==> src/rtl/fifo_reg.sv <==
// -----------------------------------------------------------------------------
// fifo_reg -- single-clock register-based synchronous FIFO
//
// Stores up to DEPTH words of WIDTH bits. Reads are registered: an accepted
// read loads rdata at the accepting edge and pulses rvalid for the following
// cycle. Status flags are decoded combinationally from the occupancy count.
// Overflow/underflow are sticky error flags, cleared only by flush or reset.
//
// Parameters
//   WIDTH     data width in bits (1..64)
//   DEPTH     number of entries, power of two (4..1024)
//   AE_LEVEL  almost_empty asserted while count <= AE_LEVEL
//   AF_LEVEL  almost_full  asserted while count >= AF_LEVEL
//
// Ports
//   clk           single clock, all state updates on the rising edge
//   rst_n         asynchronous active-low reset
//   flush         synchronous clear of pointers, count, rvalid, sticky flags
//   wen / wdata   write request and write data
//   ren           read request
//   rdata         registered read data (holds when no read is accepted)
//   rvalid        rdata was updated by the previous edge
//   count         current occupancy, 0..DEPTH
//   empty, full, almost_empty, almost_full   occupancy status flags
//   overflow      sticky: write attempted while full with no accepted read
//   underflow     sticky: read attempted while empty
// -----------------------------------------------------------------------------
module fifo_reg #(
  parameter int WIDTH    = 32,
  parameter int DEPTH    = 16,
  parameter int AE_LEVEL = 2,
  parameter int AF_LEVEL = DEPTH - 2
) (
  input  logic                     clk,
  input  logic                     rst_n,
  input  logic                     flush,
  input  logic                     wen,
  input  logic [WIDTH-1:0]         wdata,
  input  logic                     ren,
  output logic [WIDTH-1:0]         rdata,
  output logic                     rvalid,
  output logic [$clog2(DEPTH):0]   count,
  output logic                     empty,
  output logic                     full,
  output logic                     almost_empty,
  output logic                     almost_full,
  output logic                     overflow,
  output logic                     underflow
);

  // ---------------------------------------------------------------------------
  // Derived widths and threshold constants
  // ---------------------------------------------------------------------------
  localparam int AW = $clog2(DEPTH);   // pointer width
  localparam int CW = AW + 1;          // count width, must reach DEPTH itself

  localparam logic [CW-1:0] C_DEPTH = CW'(DEPTH);
  localparam logic [CW-1:0] C_AE    = CW'(AE_LEVEL);
  localparam logic [CW-1:0] C_AF    = CW'(AF_LEVEL);
  localparam logic [CW-1:0] C_ONE   = CW'(1);
  localparam logic [AW-1:0] P_ONE   = AW'(1);

  // ---------------------------------------------------------------------------
  // State
  // ---------------------------------------------------------------------------
  logic [WIDTH-1:0] r_mem [DEPTH];
  logic [AW-1:0]    r_wr_ptr;
  logic [AW-1:0]    r_rd_ptr;
  logic [CW-1:0]    r_count;
  logic [WIDTH-1:0] r_rdata;
  logic             r_rvalid;
  logic             r_overflow;
  logic             r_underflow;

  // ---------------------------------------------------------------------------
  // Combinational status and handshake decode
  // ---------------------------------------------------------------------------
  logic w_empty;
  logic w_full;
  logic w_rd_accept;
  logic w_wr_accept;
  logic w_ovf_event;
  logic w_udf_event;

  assign w_empty = (r_count == '0);
  assign w_full  = (r_count == C_DEPTH);

  // A read is accepted only from a non-empty FIFO, so a same-cycle write into
  // an empty FIFO never falls through to rdata. A flush cycle ignores both
  // requests entirely.
  assign w_rd_accept = ren & ~w_empty & ~flush;

  // While full, a write is still accepted when a read frees a slot at the
  // same edge; the read pointer moves off the slot the write pointer targets.
  assign w_wr_accept = wen & (~w_full | w_rd_accept) & ~flush;

  assign w_ovf_event = wen & ~w_wr_accept & ~flush;
  assign w_udf_event = ren &  w_empty     & ~flush;

  // ---------------------------------------------------------------------------
  // Storage array
  // ---------------------------------------------------------------------------
  // NOTE: the data array has no reset and is not cleared by flush; validity
  // is defined only by the pointers and count, and leaving it unreset lets
  // the array map onto plain flops or RAM without a reset network.
  always_ff @(posedge clk) begin
    if (w_wr_accept) begin
      r_mem[r_wr_ptr] <= wdata;
    end
  end

  // ---------------------------------------------------------------------------
  // Pointers and occupancy count
  // ---------------------------------------------------------------------------
  // NOTE: every sequential block uses non-blocking assignments so all state
  // updates at an edge see the pre-edge values of each other.
  always_ff @(posedge clk or negedge rst_n) begin
    if (!rst_n) begin
      r_wr_ptr <= '0;
      r_rd_ptr <= '0;
      r_count  <= '0;
    end else if (flush) begin
      r_wr_ptr <= '0;
      r_rd_ptr <= '0;
      r_count  <= '0;
    end else begin
      // DEPTH is a power of two, so natural pointer overflow wraps
      // DEPTH-1 -> 0 without any compare logic.
      if (w_wr_accept) begin
        r_wr_ptr <= r_wr_ptr + P_ONE;
      end
      if (w_rd_accept) begin
        r_rd_ptr <= r_rd_ptr + P_ONE;
      end
      unique case ({w_wr_accept, w_rd_accept})
        2'b10:   r_count <= r_count + C_ONE;
        2'b01:   r_count <= r_count - C_ONE;
        default: r_count <= r_count;
      endcase
    end
  end

  // ---------------------------------------------------------------------------
  // Registered read port
  // ---------------------------------------------------------------------------
  // rdata deliberately holds through flush and through rejected reads; only
  // reset zeroes it.
  always_ff @(posedge clk or negedge rst_n) begin
    if (!rst_n) begin
      r_rdata  <= '0;
      r_rvalid <= 1'b0;
    end else begin
      r_rvalid <= w_rd_accept;
      if (w_rd_accept) begin
        r_rdata <= r_mem[r_rd_ptr];
      end
    end
  end

  // ---------------------------------------------------------------------------
  // Sticky error flags
  // ---------------------------------------------------------------------------
  always_ff @(posedge clk or negedge rst_n) begin
    if (!rst_n) begin
      r_overflow  <= 1'b0;
      r_underflow <= 1'b0;
    end else if (flush) begin
      r_overflow  <= 1'b0;
      r_underflow <= 1'b0;
    end else begin
      if (w_ovf_event) begin
        r_overflow <= 1'b1;
      end
      if (w_udf_event) begin
        r_underflow <= 1'b1;
      end
    end
  end

  // ---------------------------------------------------------------------------
  // Outputs
  // ---------------------------------------------------------------------------
  assign rdata        = r_rdata;
  assign rvalid       = r_rvalid;
  assign count        = r_count;
  assign empty        = w_empty;
  assign full         = w_full;
  assign almost_empty = (r_count <= C_AE);
  assign almost_full  = (r_count >= C_AF);
  assign overflow     = r_overflow;
  assign underflow    = r_underflow;

endmodule

==> config.mk <==
export PLATFORM = sky130hd
export DESIGN_NAME = fifo_reg
export DESIGN_NICKNAME = d
export VERILOG_FILES = /design/src/rtl/fifo_reg.sv
export SDC_FILE = /design/constraint.sdc
export NUM_CORES = 1
export LEC_CHECK = 0
export CORE_ASPECT_RATIO = 1.1
export CORE_MARGIN = 10
export CORE_UTILIZATION = 40
export CTS_CLUSTER_SIZE = 25
export DETAILED_ROUTE_END_ITERATION = 7
export SLEW_MARGIN = 20
export SYNTH_ARGS = -nofsm -noshare
export SYNTH_HDL_FRONTEND = slang
export SYNTH_SLANG_ARGS = --single-unit
==> constraint.sdc <==
create_clock -name clk -period 5.8 [get_ports clk]
set_clock_uncertainty 0.2 [all_clocks]
set_input_delay 0.87 -clock clk [delete_from_list [all_inputs] [get_ports clk]]
set_output_delay 0.87 -clock clk [all_outputs]
set_load 0.01 [all_outputs]
==> impl_metrics.ini <==
[status]
status = finished clean

[setup_path]
worstPathRequired_ps = 5900
r2r-end = r_mem[12][4]
slowest_delay_ps = 790
path_class = input pin to register
crit_slowest_cell = nor2_4
path_cells = clkdlybuf4s50_1 -> buf_4 -> nor2b_1 -> o21ai_4 -> a21boi_0 -> nand2_1 -> nor2_4 -> buf_4
cp_max_fo = 24
end_kind = register
worstReg2RegStart = count[1]
rrSetupSlack_ps = 2380
cp.arrival_ps = 4050
crit_top_cell = buf_4
critPathLaunchType = input pin
r2r_cells = 7

[die]
die_y_um = 264
dieArea_um2 = 64000
start_util_pct = 40.4
core.rowCount = 89
core_um2 = 53700
io-pin-count = 81
fp.dieW_um = 242

[detailed_routing]
wl_met1_mm = 23.1
vias_per_cell = 5.47
wire_per_inst_um = 25.5
wl_met2_mm = 20.9
drt_iter0_drc = 1054
drt_pass1_iterations = 5
antenna_left = 0
wl_met3_mm = 2.69
wl_mm = 47.6
dr_total_vias = 10201
drc = 0
dr.max_layer_used = met4

[synth]
synth_area_um2 = 21700
ys_top_cells_by_area = edfxtp_1 71%, mux4_2 13%, dfrtp_1 5.5%
async_flop_share_pct = 8.57
post-synth-top-area-cell = edfxtp_1
syn_inst = 988
synth.top_cell.area_share_pct = 70.9
ys.flop_type = edfxtp_1
yosysWarnings = 0
ys_seq_area_share_pct = 76.4
synth-edff-count = 512
netlist-cell-type-count = 49
synthesis.nets = 1032
synth-seq-cells = 560
avgSynthCellArea_um2 = 22.0

[power_and_ir_drop]
power_mw = 9.75
p_leak_nw = 7.87
ir_worst_vdd_uv = 198
power_density_nw_per_um2 = 385

[cts]
clk_pin_slew_ps = 60
cts_root_buf = clkbuf_16
numCtsBuffers = 54
post_cts_buffers = 0
clk_latency_ps = 600
cts_hold_buffers = 0
cts_num_sinks = 560
ctsResizeCount = 0
cts_tree = built
h-tree-depth = 2
clockBufferDepth = 3

[layout]
diodes = 0
final_cell_mix = 512 x edfxtp_1, 128 x mux4_2, 79 x clkdlybuf4s50_1, 67 x mux2i_1, 55 x clkbuf_16
final_common_cell = edfxtp_1
design_area_um2 = 25400
nets = 1137
syn_to_final_growth_pct = 16.8
drive_gt1_share_pct = 25.5

[placed_design]
pre_cts_slack_ps = 1290
portBuffers = 80
dp_hpwl_mm = 29.2
dpl-instance-area_um2 = 23500
gp_congestion = 0.806

[sta]
rsz0062_at_grt = false
worstMarginPinSlew_ps = 1120
worst_slack_ps = 1850
final.period_utilization_pct = 68.1
finalHoldViolations = 0
fmax_mhz = 253
relSlewSlack_pct = 25.6
period_minus_slack_ps = 3950
setup-tns-final_ps = 0
slew_violations = 0
setup_viol = 0
fin_hold_ws_ps = 225

[global_route]
grt_max_degree = 131
overflow = 0
grt_pass1_vias = 10481
grt_pass1_wl_mm = 71.3
track_usage_pct = 14.8
antenna_found_initial = 0

[flow_run]
cap_violations = 0

[worst_hold_path]
hold_path.class = input pin to asynchronous set/reset pin
sequential cells by signal, indices dropped and copies added, names as in the netlist:
register   cells
count          5
r_rd_ptr       4
r_wr_ptr       4
rdata         32
r_mem        512
underflow      1
rvalid         1
overflow       1
routing by layer:
layer  vias up  GRT usage (%)
met2       293           21.0
met4         0           4.10
met5         -              0
li1       4321              -
met1      5527           23.0
met3        60           2.42
layout make-up:
class                      count  area (um^2)
sequential                   560        16600
fill                        4460        28300
clock inverter                34          368
clock buffer                  66         1440
multi-input combinational    369         4940
timing repair buffer         101         1080
tap                          728          911
inverter                       7         26.3
logic make-up after synthesis:
| logic type | synth area share (%) |
|---|---|
| mux | 16.4 |
| flops | 76.4 |
| xor+xnor | 0.242 |
| fa+ha+maj | 0.404 |
| compound gates | 3.11 |
| simple gates | 2.04 |
| buf+inv | 1.37 |
through the flow:
stage / util (%) / instances
6_report: 47.2 / 1865
3_3_place_gp: 43.6 / 1759
4_1_cts: 47.1 / 1861
2_1_floorplan: - / 988
3_5_place_dp: 43.7 / 1761
5_1_grt: 47.2 / 1865
cells in the mapped netlist, types with 2 or more instances:
cell	instances
clkbuf_1	19
edfxtp_1	512
buf_1	7
or3_1	3
a21oi_1	5
xor2_1	3
nor2b_1	3
a31oi_1	5
buf_2	19
ha_1	7
buf_4	3
mux2i_1	67
buf_8	3
or4_1	2
o221ai_2	30
dfrtp_1	48
o21ai_0	5
o221ai_1	2
o21ai_1	2
nand3_1	5
mux4_2	128
inv_1	6
xnor2_1	3
nand2_1	46
nor2_1	31
report_power, final:
part           internal (mW)  total (mW)  switching, mW
clock                   2.11        3.60           1.49
combinational          0.682        1.34          0.655
sequential              4.57        4.81          0.246
worst max-delay path: cells and delay by family:
family	cells	cell delay (ps)
simple gates	3	1430
buf+inv	3	1230
compound gates	2	500
worst max path at each step:
| stage | end | from |
|---|---|---|
| final | r_mem[12][4] | flush |
| after global routing | r_mem[14][6] | flush |
| after floorplan | r_mem[0][0] | ren |
| after global placement | r_mem[12][16] | flush |
| after CTS | r_mem[14][4] | flush |
| after detailed placement | r_mem[14][17] | flush |
Power figures use the tool's default switching activity.
